**config.mk**
```make
export PLATFORM = sky130hd
export DESIGN_NAME = id_ex_reg_flat
export DESIGN_NICKNAME = d
export VERILOG_FILES = /design/src/rtl/id_ex_reg_if.sv /design/src/rtl/id_ex_reg.sv /design/src/flat_wrapper.sv
export SDC_FILE = /design/constraint.sdc
export NUM_CORES = 1
export LEC_CHECK = 0
export CAP_MARGIN = 40
export CORE_UTILIZATION = 42
export DETAILED_ROUTE_END_ITERATION = 10
export GPL_TIMING_DRIVEN = 0
export HOLD_SLACK_MARGIN = 0.08
export PLACE_DENSITY = 0.82
export SLEW_MARGIN = 40
export SYNTH_ARGS = -nofsm -noshare
export SYNTH_HDL_FRONTEND = slang
export SYNTH_SLANG_ARGS = --single-unit
```
**constraint.sdc**
```tcl
create_clock -name clk_i -period 5.05 [get_ports clk_i]
set_input_delay 0.7575 -clock clk_i [delete_from_list [all_inputs] [get_ports clk_i]]
set_output_delay 0.7575 -clock clk_i [all_outputs]
set_load 0.005 [all_outputs]
```
**src/rtl/id_ex_reg_if.sv**
```systemverilog
// Bundle of ID-to-EX pipeline register signals: control/hazard inputs,
// decoded instruction fields from ID and their registered EX-stage copies.
interface id_ex_reg_if #(
  parameter int XLEN  = 32,
  parameter int RADDR = 5
);
  logic             stall_i;
  logic             flush_i;
  logic             valid_i;
  logic [6:0]       ctrl_i;
  logic [XLEN-1:0]  rs1_data_i;
  logic [XLEN-1:0]  rs2_data_i;
  logic [XLEN-1:0]  imm_i;
  logic [9:0]       funct_i;
  logic [RADDR-1:0] rs1_addr_i;
  logic [RADDR-1:0] rs2_addr_i;
  logic [RADDR-1:0] rd_addr_i;

  logic             valid_o;
  logic [6:0]       ctrl_o;
  logic [XLEN-1:0]  rs1_data_o;
  logic [XLEN-1:0]  rs2_data_o;
  logic [XLEN-1:0]  imm_o;
  logic [9:0]       funct_o;
  logic [RADDR-1:0] rs1_addr_o;
  logic [RADDR-1:0] rs2_addr_o;
  logic [RADDR-1:0] rd_addr_o;
  logic [15:0]      bubble_cnt_o;

  // ID stage / hazard unit side: drives the *_i fields, observes the *_o copies
  modport master (
    output stall_i, flush_i, valid_i, ctrl_i, rs1_data_i, rs2_data_i, imm_i,
           funct_i, rs1_addr_i, rs2_addr_i, rd_addr_i,
    input  valid_o, ctrl_o, rs1_data_o, rs2_data_o, imm_o, funct_o,
           rs1_addr_o, rs2_addr_o, rd_addr_o, bubble_cnt_o
  );

  // Pipeline register side: samples the *_i fields, drives the *_o copies
  modport slave (
    input  stall_i, flush_i, valid_i, ctrl_i, rs1_data_i, rs2_data_i, imm_i,
           funct_i, rs1_addr_i, rs2_addr_i, rd_addr_i,
    output valid_o, ctrl_o, rs1_data_o, rs2_data_o, imm_o, funct_o,
           rs1_addr_o, rs2_addr_o, rd_addr_o, bubble_cnt_o
  );
endinterface

```
**src/rtl/id_ex_reg.sv**
```systemverilog
// ID/EX pipeline register. Captures decoded instruction fields each cycle,
// holds on stall, inserts an all-zero bubble on flush and counts bubbles
// with a saturating 16-bit counter. Every output comes straight from a flop.
module id_ex_reg #(
  parameter int XLEN  = 32,
  parameter int RADDR = 5
) (
  input  logic       clk_i,
  input  logic       rst_i,
  id_ex_reg_if.slave bus
);

  // RegWrite is the MSB of the control vector {RegWrite, MemtoReg, MemRead,
  // MemWrite, ALUOp[1:0], ALUSrc}.
  localparam int REG_WRITE_BIT = 6;

  logic             valid_d;
  logic [6:0]       ctrl_d;
  logic [XLEN-1:0]  rs1_data_d;
  logic [XLEN-1:0]  rs2_data_d;
  logic [XLEN-1:0]  imm_d;
  logic [9:0]       funct_d;
  logic [RADDR-1:0] rs1_addr_d;
  logic [RADDR-1:0] rs2_addr_d;
  logic [RADDR-1:0] rd_addr_d;
  logic [15:0]      bubble_cnt_d;

  // Next-state selection: flush beats stall beats load; holding is the default
  always_comb begin
    valid_d      = bus.valid_o;
    ctrl_d       = bus.ctrl_o;
    rs1_data_d   = bus.rs1_data_o;
    rs2_data_d   = bus.rs2_data_o;
    imm_d        = bus.imm_o;
    funct_d      = bus.funct_o;
    rs1_addr_d   = bus.rs1_addr_o;
    rs2_addr_d   = bus.rs2_addr_o;
    rd_addr_d    = bus.rd_addr_o;
    bubble_cnt_d = bus.bubble_cnt_o;

    if (bus.flush_i) begin
      // Bubble fields are constants, so garbage on the data inputs cannot leak
      valid_d    = 1'b0;
      ctrl_d     = '0;
      rs1_data_d = '0;
      rs2_data_d = '0;
      imm_d      = '0;
      funct_d    = '0;
      rs1_addr_d = '0;
      rs2_addr_d = '0;
      rd_addr_d  = '0;
      if (bus.bubble_cnt_o != 16'hFFFF) begin
        bubble_cnt_d = bus.bubble_cnt_o + 16'd1;
      end
    end else if (!bus.stall_i) begin
      valid_d    = bus.valid_i;
      rs1_data_d = bus.rs1_data_i;
      rs2_data_d = bus.rs2_data_i;
      imm_d      = bus.imm_i;
      funct_d    = bus.funct_i;
      rs1_addr_d = bus.rs1_addr_i;
      rs2_addr_d = bus.rs2_addr_i;
      if (bus.valid_i) begin
        ctrl_d    = bus.ctrl_i;
        rd_addr_d = bus.rd_addr_i;
        // A write to x0 is architecturally a no-op; drop it so EX/WB never
        // see RegWrite with a zero destination.
        if (bus.rd_addr_i == '0) begin
          ctrl_d[REG_WRITE_BIT] = 1'b0;
        end
      end else begin
        ctrl_d    = '0;
        rd_addr_d = '0;
      end
    end
  end

  // State register with synchronous reset that overrides flush and stall
  always_ff @(posedge clk_i) begin
    if (rst_i) begin
      bus.valid_o      <= 1'b0;
      bus.ctrl_o       <= '0;
      bus.rs1_data_o   <= '0;
      bus.rs2_data_o   <= '0;
      bus.imm_o        <= '0;
      bus.funct_o      <= '0;
      bus.rs1_addr_o   <= '0;
      bus.rs2_addr_o   <= '0;
      bus.rd_addr_o    <= '0;
      bus.bubble_cnt_o <= '0;
    end else begin
      bus.valid_o      <= valid_d;
      bus.ctrl_o       <= ctrl_d;
      bus.rs1_data_o   <= rs1_data_d;
      bus.rs2_data_o   <= rs2_data_d;
      bus.imm_o        <= imm_d;
      bus.funct_o      <= funct_d;
      bus.rs1_addr_o   <= rs1_addr_d;
      bus.rs2_addr_o   <= rs2_addr_d;
      bus.rd_addr_o    <= rd_addr_d;
      bus.bubble_cnt_o <= bubble_cnt_d;
    end
  end

endmodule
```
**src/flat_wrapper.sv**
```systemverilog
// flat-port wrapper written by rule: the top's interface ports become plain ports
module id_ex_reg_flat 
#(
  parameter int XLEN  = 32,
  parameter int RADDR = 5
)
  (clk_i, rst_i, bus_stall_i, bus_flush_i, bus_valid_i, bus_ctrl_i, bus_rs1_data_i, bus_rs2_data_i, bus_imm_i, bus_funct_i, bus_rs1_addr_i, bus_rs2_addr_i, bus_rd_addr_i, bus_valid_o, bus_ctrl_o, bus_rs1_data_o, bus_rs2_data_o, bus_imm_o, bus_funct_o, bus_rs1_addr_o, bus_rs2_addr_o, bus_rd_addr_o, bus_bubble_cnt_o);
  id_ex_reg_if #(.XLEN(XLEN), .RADDR(RADDR)) bus_i ();
  input  logic clk_i;
  input  logic rst_i;
  input wire logic [$bits(bus_i.stall_i)-1:0] bus_stall_i;
  input wire logic [$bits(bus_i.flush_i)-1:0] bus_flush_i;
  input wire logic [$bits(bus_i.valid_i)-1:0] bus_valid_i;
  input wire logic [$bits(bus_i.ctrl_i)-1:0] bus_ctrl_i;
  input wire logic [$bits(bus_i.rs1_data_i)-1:0] bus_rs1_data_i;
  input wire logic [$bits(bus_i.rs2_data_i)-1:0] bus_rs2_data_i;
  input wire logic [$bits(bus_i.imm_i)-1:0] bus_imm_i;
  input wire logic [$bits(bus_i.funct_i)-1:0] bus_funct_i;
  input wire logic [$bits(bus_i.rs1_addr_i)-1:0] bus_rs1_addr_i;
  input wire logic [$bits(bus_i.rs2_addr_i)-1:0] bus_rs2_addr_i;
  input wire logic [$bits(bus_i.rd_addr_i)-1:0] bus_rd_addr_i;
  output wire logic [$bits(bus_i.valid_o)-1:0] bus_valid_o;
  output wire logic [$bits(bus_i.ctrl_o)-1:0] bus_ctrl_o;
  output wire logic [$bits(bus_i.rs1_data_o)-1:0] bus_rs1_data_o;
  output wire logic [$bits(bus_i.rs2_data_o)-1:0] bus_rs2_data_o;
  output wire logic [$bits(bus_i.imm_o)-1:0] bus_imm_o;
  output wire logic [$bits(bus_i.funct_o)-1:0] bus_funct_o;
  output wire logic [$bits(bus_i.rs1_addr_o)-1:0] bus_rs1_addr_o;
  output wire logic [$bits(bus_i.rs2_addr_o)-1:0] bus_rs2_addr_o;
  output wire logic [$bits(bus_i.rd_addr_o)-1:0] bus_rd_addr_o;
  output wire logic [$bits(bus_i.bubble_cnt_o)-1:0] bus_bubble_cnt_o;
  assign bus_i.stall_i = bus_stall_i;
  assign bus_i.flush_i = bus_flush_i;
  assign bus_i.valid_i = bus_valid_i;
  assign bus_i.ctrl_i = bus_ctrl_i;
  assign bus_i.rs1_data_i = bus_rs1_data_i;
  assign bus_i.rs2_data_i = bus_rs2_data_i;
  assign bus_i.imm_i = bus_imm_i;
  assign bus_i.funct_i = bus_funct_i;
  assign bus_i.rs1_addr_i = bus_rs1_addr_i;
  assign bus_i.rs2_addr_i = bus_rs2_addr_i;
  assign bus_i.rd_addr_i = bus_rd_addr_i;
  assign bus_valid_o = bus_i.valid_o;
  assign bus_ctrl_o = bus_i.ctrl_o;
  assign bus_rs1_data_o = bus_i.rs1_data_o;
  assign bus_rs2_data_o = bus_i.rs2_data_o;
  assign bus_imm_o = bus_i.imm_o;
  assign bus_funct_o = bus_i.funct_o;
  assign bus_rs1_addr_o = bus_i.rs1_addr_o;
  assign bus_rs2_addr_o = bus_i.rs2_addr_o;
  assign bus_rd_addr_o = bus_i.rd_addr_o;
  assign bus_bubble_cnt_o = bus_i.bubble_cnt_o;
  id_ex_reg #(.XLEN(XLEN), .RADDR(RADDR)) u_core (.clk_i(clk_i), .rst_i(rst_i), .bus(bus_i));
endmodule
```
==> impl_metrics.json <==
{
  "status": "complete, no violations",
  "comb_power_share": 0.115,
  "finalWeightedCongestion": 0.832,
  "p_total_uw": 2710,
  "grt_pass1_wl_mm": 23.7,
  "antenna_found_initial": 0,
  "slew_viol_final": 0,
  "critPathTopFamily": "buffers and inverters",
  "crit_required_ps": 5330,
  "peakVddDrop_mv": 0.225,
  "vias_per_cell": 4.91,
  "drt_iter0_drc": 252,
  "power.density_nw_per_um2": 308,
  "routedWlPerCell_um": 15.6,
  "switching_power_uw": 577,
  "die_h_um": 114,
  "yosysTopAreaCell": "dfxtp_1",
  "die_x_um": 114,
  "rsz0062_at_grt": "no",
  "crit_type": "in -> reg",
  "postRouteAntennaNets": 0,
  "rows": 40,
  "internal-power_uw": 2140,
  "place.port_buffers": 275,
  "path_clk_slew_ps": 50,
  "tns_ps": 0,
  "synth-seq-cells": 145,
  "grt_pass1_vias": 4843,
  "avgSynthCellArea_sq_um": 10.2,
  "pre_cts_ws_ps": 2160,
  "cts_setup_buffers": 0,
  "end_kind": "register",
  "cts_buffers": 17,
  "async_reset_ff_frac": 0,
  "hold_violations": 0,
  "post_cts_resized": 0,
  "crit_chain": "clkdlybuf4s50_1, or2_1, clkbuf_1, clkbuf_1, nor2_1",
  "firstDrtPassIters": 5,
  "min_path_type": "reg -> reg",
  "synth_top_area_frac": 0.551,
  "grtUsageTotal": 0.240,
  "vias": 4872,
  "synth_cell_types": 32,
  "syn-cell-area_sq_um": 5270,
  "r2r_slack_ps": 3150,
  "synth_most_common_cell": "dfxtp_1",
  "p_sw_frac": 0.213,
  "hold_path_depth": 2,
  "finalSetupViolCount": 0,
  "drc": 0,
  "min_from": "u_core.bus.ctrl_o[6]",
  "n_fill_cell": 890,
  "wirelength_mm": 15.5,
  "min_period_ps": 2330,
  "cts.sinks": 145,
  "hold_ws_ps": 471,
  "crit_arrival_ps": 2610,
  "syn_inst": 518,
  "max_stage_delay_ps": 580,
  "clockPowerShare": 0.444,
  "power_frac_seq": 0.442,
  "drive_above_1_share": 0.0376,
  "start_util": 0.435,
  "max_freq_mhz": 429,
  "dp_hpwl_mm": 11.8,
  "cap_violations": 0,
  "post-route-period-util": 0.461,
  "fin_util": 0.727,
  "crit_top_cell": "clkbuf_1",
  "areaGrowthSynthToFinish_pct": 67.1,
  "finalClockSkew_ps": 3.42,
  "maxSlewHeadroom": 0.476,
  "nets": 946,
  "crit_fanout": 10,
  "cts_tree": "built",
  "yosys_warnings": 0,
  "grt_max_degree": 17,
  "r2r_end": "u_core.bus.bubble_cnt_o[1]",
  "r2r_start": "u_core.bus.bubble_cnt_o[1]",
  "synthTopCellsByArea": "dfxtp_1 55%, mux2i_1 22%, nor2_1 9.6%",
  "coreArea_sq_um": 12100,
  "overflow": 0,
  "cp-start-kind": "input port",
  "critPathSlowestCell": "clkdlybuf4s50_1",
  "cts.hold.buffers_added": 0,
  "path_buf_inv": 3,
  "worstMarginPinSlew_ps": 786,
  "setup_ws_ps": 2720,
  "synth_seq_area_share": 0.551,
  "synth_common_cells": "145 x dfxtp_1, 135 x nor2_1, 117 x mux2i_1",
  "die-area_sq_um": 13000,
  "clk_latency_ps": 420,
  "leakagePower_uw": 0.00352,
  "diodes": 0,
  "clockRootBuffer": "clkbuf_16",
  "cts_buffer_depth": 2,
  "synth_edf_count": 0,
  "synth_ff_type": "dfxtp_1",
  "cts_htree_levels": 4,
  "rr_worst_depth": 5,
  "syn-num-nets": 652,
  "io-pin-count": 278,
  "hold_end": "u_core.bus.ctrl_o[6]"
}
## logic make-up after synthesis
group           after synthesis  synth area share
mux                         118             0.224
simple gates                184             0.152
buf+inv                      34            0.0245
xor+xnor                      1           0.00166
compound gates               35            0.0444
fa+ha+maj                     1           0.00237
flops                       145             0.551
## layer usage
metal	track usage	wire length, um
met5	0	0
met4	0.126	540
met3	0.0840	1420
met2	0.435	7840
met1	0.240	5680
## sequential cells by signal, indices dropped and copies added (netlist names)
signal and flops:
u_core.bus.rs2_addr_o 5, u_core.bus.bubble_cnt_o 16, u_core.bus.imm_o 32, u_core.bus.valid_o 1, u_core.bus.funct_o 10, u_core.bus.rs1_data_o 32, u_core.bus.rs1_addr_o 5, u_core.bus.rs2_data_o 32
u_core.bus.rd_addr_o 5, u_core.bus.ctrl_o 7
## cell usage in the layout (no fill, tap or decap), types with 6 or more instances in the layout
cell	n
a21oi_1	9
clkdlybuf4s50_1	275
buf_1	7
a22oi_1	11
clkbuf_16	17
nor2_1	135
clkbuf_1	29
dfxtp_1	145
or3_1	6
mux2i_1	117
nand2_1	11
or4_1	6
## cell type report
cell class / instances / area (sq um) / share of cell area
plain buffers: 32 / 121 / 0.0138
repair buffers: 275 / 2750 / 0.313
well taps: 168 / 210 / 0.0239
flip-flops and latches: 145 / 2900 / 0.330
multi-input cells: 339 / 2240 / 0.255
clock inverters: 6 / 80.1 / 0.00910
clock buffers: 25 / 485 / 0.0551
inverters: 2 / 7.51 / 0.000853
## worst max-delay path by stage
stage / from / endpoint / cells past startpoint
4_1_cts: bus_flush_i / u_core.bus.funct_o[2] / 5
5_1_grt: bus_flush_i / u_core.bus.funct_o[2] / 5
3_5_place_dp: bus_flush_i / u_core.bus.funct_o[3] / 5
6_report: bus_flush_i / u_core.bus.funct_o[2] / 5
2_1_floorplan: bus_stall_i / u_core.bus.funct_o[0] / 5
3_3_place_gp: bus_flush_i / u_core.bus.funct_o[2] / 5
## worst register-to-register path, stage by stage (launching register included)
cell and delay, ps:
dfxtp_1 420, ha_1 230, nand4_1 190, o41ai_1 590
mux2i_1 290, nor2_1 50
## per-stage QoR
step / area [sq um] / std cells
global placement: 8230 / 961
CTS: 8800 / 992
finish: 8800 / 992
detailed placement: 8230 / 961
floorplan: 5270 / 518
global route: 8800 / 992
## power by group through the flow
stage | logic [uW] | clock network [uW] | registers, uW
after CTS | 314 | 1220 | 1200
final | 311 | 1200 | 1200
after global placement | 304 | 0 | 1220
after global routing | 334 | 1280 | 1200
after floorplan | 111 | 0 | 1220
after detailed placement | 310 | 0 | 1220
(Power assumes the default switching activity.)
